$ cat config.mk
export PLATFORM = sky130hd
export DESIGN_NAME = bin2bcd_seq
export DESIGN_NICKNAME = d
export VERILOG_FILES = /design/src/rtl/bin2bcd_seq_pkg.sv /design/src/rtl/bin2bcd_seq_dabble_digit.sv /design/src/rtl/bin2bcd_seq.sv
export SDC_FILE = /design/constraint.sdc
export NUM_CORES = 1
export LEC_CHECK = 0
export BUFFER_PORTS_ARGS = -buffer_cell sky130_fd_sc_hd__clkbuf_2
export CAP_MARGIN = 20
export CORE_ASPECT_RATIO = 1.4
export CORE_MARGIN = 1.5
export CORE_UTILIZATION = 40
export CTS_BUF_LIST = sky130_fd_sc_hd__clkbuf_8
export CTS_CLUSTER_DIAMETER = 30
export DETAILED_ROUTE_END_ITERATION = 10
export GPL_ROUTABILITY_DRIVEN = 0
export GPL_TIMING_DRIVEN = 0
export SYNTH_ARGS = -nofsm -noshare
export SYNTH_HDL_FRONTEND = slang
export SYNTH_SLANG_ARGS = --single-unit
$ cat constraint.sdc
create_clock -name clk -period 1.47 [get_ports clk]
set_input_delay 0.2205 -clock clk [delete_from_list [all_inputs] [get_ports clk]]
set_output_delay 0.2205 -clock clk [all_outputs]
set_load 0.02 [all_outputs]
$ cat src/rtl/bin2bcd_seq_pkg.sv
// Shared types and constants for the sequential binary-to-BCD converter.
package bin2bcd_seq_pkg;
  typedef enum logic [1:0] {
    ST_IDLE  = 2'd0,
    ST_SHIFT = 2'd1,
    ST_DONE  = 2'd2
  } state_e;

  localparam int DEF_WIDTH  = 14;
  localparam int DEF_DIGITS = 4;
  localparam int BCD_W      = 4;
endpackage

$ cat src/rtl/bin2bcd_seq_dabble_digit.sv
// Double-dabble digit correction: adds 3 to a BCD digit of 5 or more, pure combinational.
module dabble_digit
  import bin2bcd_seq_pkg::*;
(
  input  logic [BCD_W-1:0] d_i,
  output logic [BCD_W-1:0] d_o
);
  always_comb begin
    d_o = d_i;
    if (d_i >= BCD_W'(5)) d_o = d_i + BCD_W'(3);
  end
endmodule

$ cat src/rtl/bin2bcd_seq.sv
// Sequential shift-and-add-3 binary-to-BCD converter with latched display outputs.
// Optional leading-zero blanking of the anode mask when BIN2BCD_BLANK_EN is defined.
module bin2bcd_seq
  import bin2bcd_seq_pkg::*;
#(
  parameter int WIDTH  = DEF_WIDTH,
  parameter int DIGITS = DEF_DIGITS
) (
  input  logic                      clk,
  input  logic                      clr,
  input  logic                      start,
  input  logic [WIDTH-1:0]          bin,
  output logic                      busy,
  output logic                      done,
  output logic [BCD_W*DIGITS-1:0]   bcd,
  output logic [DIGITS-1:0]         aen,
  output logic                      ovf
);
  localparam int AW = BCD_W * (DIGITS + 1);
  localparam int CW = $clog2(WIDTH + 1);

`ifdef BIN2BCD_BLANK_EN
  localparam logic [DIGITS-1:0] AEN_RST = DIGITS'(1);
`else
  localparam logic [DIGITS-1:0] AEN_RST = '1;
`endif

  state_e                    state_q, state_d;
  logic [CW-1:0]             cnt_q;
  logic [WIDTH-1:0]          opnd_q;
  logic [AW-1:0]             acc_q, acc_fix;
  logic                      cout_q;
  logic [BCD_W*DIGITS-1:0]   bcd_q;
  logic [DIGITS-1:0]         aen_q, aen_d;
  logic                      ovf_q;
  logic                      accept, shift_en, finish;

  assign accept   = start && (state_q != ST_SHIFT);
  assign shift_en = (state_q == ST_SHIFT) && (cnt_q != '0);
  assign finish   = (state_q == ST_SHIFT) && (cnt_q == '0);

  for (genvar g = 0; g < DIGITS + 1; g++) begin : g_dd
    dabble_digit u_dd (
      .d_i (acc_q[BCD_W*g +: BCD_W]),
      .d_o (acc_fix[BCD_W*g +: BCD_W])
    );
  end

  always_ff @(posedge clk) begin
    if (clr) state_q <= ST_IDLE;
    else     state_q <= state_d;
  end

  always_comb begin
    state_d = state_q;
    case (state_q)
      ST_IDLE:  if (start) state_d = ST_SHIFT;
      ST_SHIFT: if (cnt_q == '0) state_d = ST_DONE;
      ST_DONE:  state_d = start ? ST_SHIFT : ST_IDLE;
      default:  state_d = ST_IDLE;
    endcase
  end

  always_comb begin
    busy = (state_q == ST_SHIFT);
    done = (state_q == ST_DONE);
  end

  // Mask derived from the result about to be latched (low DIGITS of the accumulator).
  always_comb begin
`ifdef BIN2BCD_BLANK_EN
    logic nz;
    nz    = 1'b0;
    aen_d = '0;
    for (int i = DIGITS - 1; i >= 1; i--) begin
      nz       = nz | (|acc_q[BCD_W*i +: BCD_W]);
      aen_d[i] = nz;
    end
    aen_d[0] = 1'b1;
`else
    aen_d = '1;
`endif
  end

  always_ff @(posedge clk) begin
    if (clr) begin
      opnd_q <= '0;
      acc_q  <= '0;
      cout_q <= 1'b0;
      cnt_q  <= '0;
      bcd_q  <= '0;
      aen_q  <= AEN_RST;
      ovf_q  <= 1'b0;
    end else begin
      if (accept) begin
        opnd_q <= bin;
        acc_q  <= '0;
        cout_q <= 1'b0;
        cnt_q  <= CW'(WIDTH);
      end else if (shift_en) begin
        cout_q <= cout_q | acc_fix[AW-1];
        acc_q  <= {acc_fix[AW-2:0], opnd_q[WIDTH-1]};
        opnd_q <= {opnd_q[WIDTH-2:0], 1'b0};
        cnt_q  <= cnt_q - CW'(1);
      end
      if (finish) begin
        bcd_q <= acc_q[BCD_W*DIGITS-1:0];
        ovf_q <= (|acc_q[AW-1 -: BCD_W]) | cout_q;
        aen_q <= aen_d;
      end
    end
  end

  assign bcd = bcd_q;
  assign aen = aen_q;
  assign ovf = ovf_q;
endmodule

Word-level counts from Yosys, hierarchy flattened
Cells that the tools add are included.

storage, ports and cells
  input port bits = 17
  word-level logic and storage cells = 49
  bits in registers = 58

operators by class
  reduce and logical (&&, ||, !) cells = 10
  mux-type cells = 13
  equal/unequal tests = 5
  order comparisons = 5
  $add $sub $neg = 6
  bitwise operators = 2

operators with widths
  kind                                                                    count
  14-bit 2-to-1 mux                                                       2
  4-bit 2-to-1 mux                                                        7
  4-bit by 2-bit adder with 4-bit output (second input constant)          5
  4-bit by 3-bit >= comparator with 1-bit output (second input constant)  5
  2-bit one-hot mux with 3 select lines                                   1
  4-bit logical NOT                                                       1
  2-bit 2-to-1 mux                                                        2
  2-bit by 1-bit != test with 1-bit output (second input constant)        2
  4-bit nonzero test                                                      1
  4-bit OR reduction                                                      1
  4-bit by 1-bit subtractor with 4-bit output (second input constant)     1
  1-bit logical AND                                                       3
  2-bit by 1-bit equality test with 1-bit output (second input constant)  1
  2-bit equality test (second input constant)                             1
  2-bit logical NOT                                                       1
  2-bit != test (second input constant)                                   1
  1-bit bitwise OR                                                        2
  2-bit AND reduction                                                     1
  2-bit nonzero test                                                      1
  2-bit OR reduction                                                      1
  1-bit 2-to-1 mux                                                        1

Longest topological paths before layout
  word-level depth = 4
  gate-level depth with buffers = 8
  gate-level depth less buffers = 6

By module
From an unflattened synthesis, not the netlist that was laid out.

second synthesis, totals
  cell total of the unflattened synthesis = 346
  area, all modules = 2687.6 µm²

by module, submodules not included
  module        times used  cells each  area an instance (µm²)
  bin2bcd_seq   1           266         2180.8
  dabble_digit  5           16          101.3

Worst setup path before layout
OpenSTA, ideal clock, no wires.

  path kind = register to register
  start = register cnt_q[0]
  end = register acc_q[18]
  data required time = 1353 ps
  period minus slack after synthesis = 1599 ps
  setup slack = -129 ps
  cell stages (with the launch flop) = 8
  arrival time = 1483 ps
  path buffers = 1
  path through = dfxtp_1 -> inv_1 -> ha_1 -> or3b_1 -> buf_6 -> nand2_2 -> nor2_2 -> a22o_1

on the way
  longest elaborated chain between the ends = 2

RTL lines
  item                    line                RTL
  from (decl)             bin2bcd_seq.sv:29   logic [CW-1:0] cnt_q;
  from (signal assigned)  bin2bcd_seq.sv:99   cnt_q <= CW'(WIDTH);
  from (signal assigned)  bin2bcd_seq.sv:104  cnt_q <= cnt_q - CW'(1);
  4-bit nonzero test      bin2bcd_seq.sv:39   assign shift_en = (state_q == ST_SHIFT) && (cnt_q != '0);
  1-bit logical AND       bin2bcd_seq.sv:39
  to (signal assigned)    bin2bcd_seq.sv:102  acc_q <= {acc_fix[AW-2:0], opnd_q[WIDTH-1]};
  to (decl)               bin2bcd_seq.sv:31   logic [AW-1:0] acc_q, acc_fix;

Every way passes these cells.
A chain may end at the register's enable or synchronous reset.

Worst setup path in the final report
  start = register cnt_q[1]
  end = register opnd_q[5]

on the way
  longest elaborated chain between the ends = 3

RTL lines
  item                                 line                RTL
  4-bit nonzero test                   bin2bcd_seq.sv:39
  1-bit logical AND                    bin2bcd_seq.sv:39
  2-bit nonzero test (no source line)  -
  to (signal assigned)                 bin2bcd_seq.sv:96   opnd_q <= bin;
  to (signal assigned)                 bin2bcd_seq.sv:103  opnd_q <= {opnd_q[WIDTH-2:0], 1'b0};
  to (decl)                            bin2bcd_seq.sv:30   logic [WIDTH-1:0] opnd_q;

Every way passes these cells.

==> results.yml <==
finish:
  antenna_cells: 0
  area_delta_synth_final_pct: 31.4
  fillerInstances: 594
  layout_commonest_cell: "dfxtp_1"
  final_cell_mix: "55 x dfxtp_1, 40 x nand2_1, 35 x a21oi_1, 35 x clkbuf_2, 17 x a21oi_2"
  nNetsFinal: 395
  final_layout_size_suffix_gt1_share_pct: 33.2
setup_path:
  slowest_stage: "or3b_1"
  worstPathRequired_ns: 1.75
  worst-path-buf-inv: 3
  startpoint_type: "flip-flop"
  worstPathArrival_ns: 1.90
  crit_family: "simple AND/OR/NAND/NOR gates"
  slowest_delay_ns: 0.35
  end_kind: "flip-flop"
  crit_path_cell_trace: "inv_2 > ha_4 > or3b_1 > buf_6 > mux2i_4 > buf_4 > nand2_1 > a21oi_1"
  path_class: "reg -> reg"
  crit_fanout: 5
clock_tree:
  root_buffer: "clkbuf_8"
  cts.sinks: 58
  clock_path_buffers: 2
  tritoncts: "done"
  clk_latency_ns: 0.35
  htreeDepth: 3
  clkTransAtPathRegs_ns: 0.07
  numCtsBuffers: 9
routing:
  drt_iter0_markers: 105
  vias_per_cell: 5.19
  ant_nets: 0
  first_pass_iters: 4
  vias: 2292
  wl_per_cell_um: 13.4
  drc_errors: 0
  routed_wl_um: 5940
power_and_ir_drop:
  switchingPower_mw: 1.00
  combPwrFrac_pct: 16.1
  clkPwrFrac_pct: 39.8
  peakVddDrop_mv: 0.734
  intPower_mw: 2.80
  p_sw_share_pct: 26.3
  powerDensity_nw_per_um2: 1110
  leakage_nw: 1.43
  share_seq_of_total_power_pct: 44.1
timing:
  tns_ns: -4.37
  min_period_ns: 1.62
  finalClockSkew_ns: 0.00874
  fin_crit_sh_pct: 111
  worstMarginPinSlew_ns: 0.728
  fmax_mhz: 615
  slew_violations: 0
  setup_viol: 44
  hold_violations: 0
  fin_ws_ns: -0.155
  rsz0062_at_grt: "true"
  timing.slew.headroom_pct: 51.5
grt:
  grt_pass1_vias: 2163
  gr-total-overflow: 0
  grt_usage_pct: 17.5
  antenna_found_initial: 0
  grt_first_pass_wirelength_um: 9630
  grt_max_degree: 11
synth:
  ys_warn_count: 0
  synth-main-ff-cell: "dfxtp_1"
  syn-instance-count: 303
  yosys-top-cells-area: "dfxtp_1 44%, a21oi_1 10%, nand2_1 7.5%"
  synth_largest_area_cell: "dfxtp_1"
  avgSynthCellArea_um2: 8.63
  synth-seq-cells: 58
  synth-seq-area-share_pct: 44.4
  synthArstFlopShare_pct: 0
  yosysTopAreaCellShare_pct: 44.4
  synth.distinct_cells: 35
  syn_area_um2: 2610
  synth-edff-count: 0
worst_hold_path:
  min_path_type: "in -> reg"
floorplanning:
  fp-row-count: 34
  ioPinCount: 40
  start_util_pct: 41.8
  coreArea_um2: 6250
  die_y_um: 98.6
  dieWidth_um: 71.3
  dieArea_um2: 7040
placement:
  portBuffers: 35
  place_ws_ns: -0.266
  dp_hpwl_um: 3980
outcome:
  failed_checks: "setup timing"
  status: "finished, violations left"
job:
  drv_cap: 0
-- logic make-up after synthesis --
| logic type | count (synthesis) | synth area share, % |
|---|---|---|
| DFF | 58 | 44.4 |
| AOI/OAI and AO/OA | 94 | 21.1 |
| buffers and inverters | 32 | 6.37 |
| other | 1 | 0.143 |
| adders and majority gates | 12 | 5.74 |
| muxes | 6 | 2.78 |
| xor gates and xnor gates | 8 | 2.68 |
| and+or+nand+nor | 92 | 16.8 |
-- layout make-up --
cell class | instances | area, um2 | share of cell area [%]
multi-input combinational | 216 | 1470 | 42.7
sequential | 58 | 1160 | 33.9
timing repair buffer | 50 | 313 | 9.11
clock buffer | 12 | 165 | 4.81
buffer | 18 | 140 | 4.08
tap | 72 | 90.1 | 2.62
inverter | 13 | 53.8 | 1.57
clock inverter | 3 | 38.8 | 1.13
-- power groups by stage --
stage	clock network (mW)	registers [mW]	logic (mW)
2_1_floorplan	0	1.70	0.347
3_3_place_gp	0	1.71	0.466
3_5_place_dp	0	1.71	0.470
4_1_cts	1.55	1.67	0.543
5_1_grt	1.62	1.68	0.670
6_report	1.52	1.68	0.613
-- repair_timing --
action	4_1_cts	5_1_grt
gates cloned	1	2
setup endpoints to repair	57	54
setup buffers	7	5
pin swaps	4	21
hold buffers	0	0
gates resized for setup	18	44
-- layer usage --
layer / wire length [um] / track usage (%)
met1: 2550 / 20.1
met4: 150 / 10.6
met5: 0 / 0
met3: 216 / 3.99
met2: 3030 / 29.1
-- state kept, by name (all words and copies together) (netlist names) --
register,cells
acc_q,20
bcd,16
opnd_q,14
cnt_q,4
state_q,2
cout_q,1
ovf,1
-- worst register-to-register path: cells and delay by family, from the launching register on --
kind	cells	cell delay, ns
fa+ha+maj	1	0.13
mux	1	0.19
compound gates	1	0.12
flops	1	0.32
buf+inv	3	0.39
simple gates	2	0.40
-- final timing paths --
path | startpoint | endpoint | slack [ns] | depth (start not counted)
hold reg to reg | bcd[1] | bcd[1] | 0.46 | 2
setup / recovery | cnt_q[1] | opnd_q[5] | -0.15 | 8
setup reg to reg | cnt_q[1] | opnd_q[5] | -0.15 | 8
hold / removal | bin[0] | opnd_q[0] | 0.12 | 3
-- stage by stage --
step           instances  hold WS, ns  power [mW]  utilization [%]  cell area [um2]
4_1_cts              436        0.106        3.77             51.9             3250
5_1_grt              442        0.132        3.97             54.9             3430
3_5_place_dp         413        0.448        2.18             46.7             2920
2_1_floorplan        306        0.357        2.05                -             2650
6_report             442        0.118        3.80             54.9             3430
3_3_place_gp         413        0.444        2.17             46.7             2920
-- cells in the mapped netlist (2+ instances only) --
cell type  instances
xor2_1             2
nand3_1            7
nand2_1           52
clkbuf_1           5
buf_4              6
dfxtp_1           58
o21ai_0           14
nor3_1             3
nor3b_1            5
ha_1              12
mux2i_1            5
nor2_1             9
buf_2              6
a21oi_1           52
xnor2_1            6
a22oi_1           13
nor2_2             2
buf_6              2
a211oi_1           2
a22o_1            10
nand2b_1           7
inv_1             12
(Power assumes the default switching activity.)
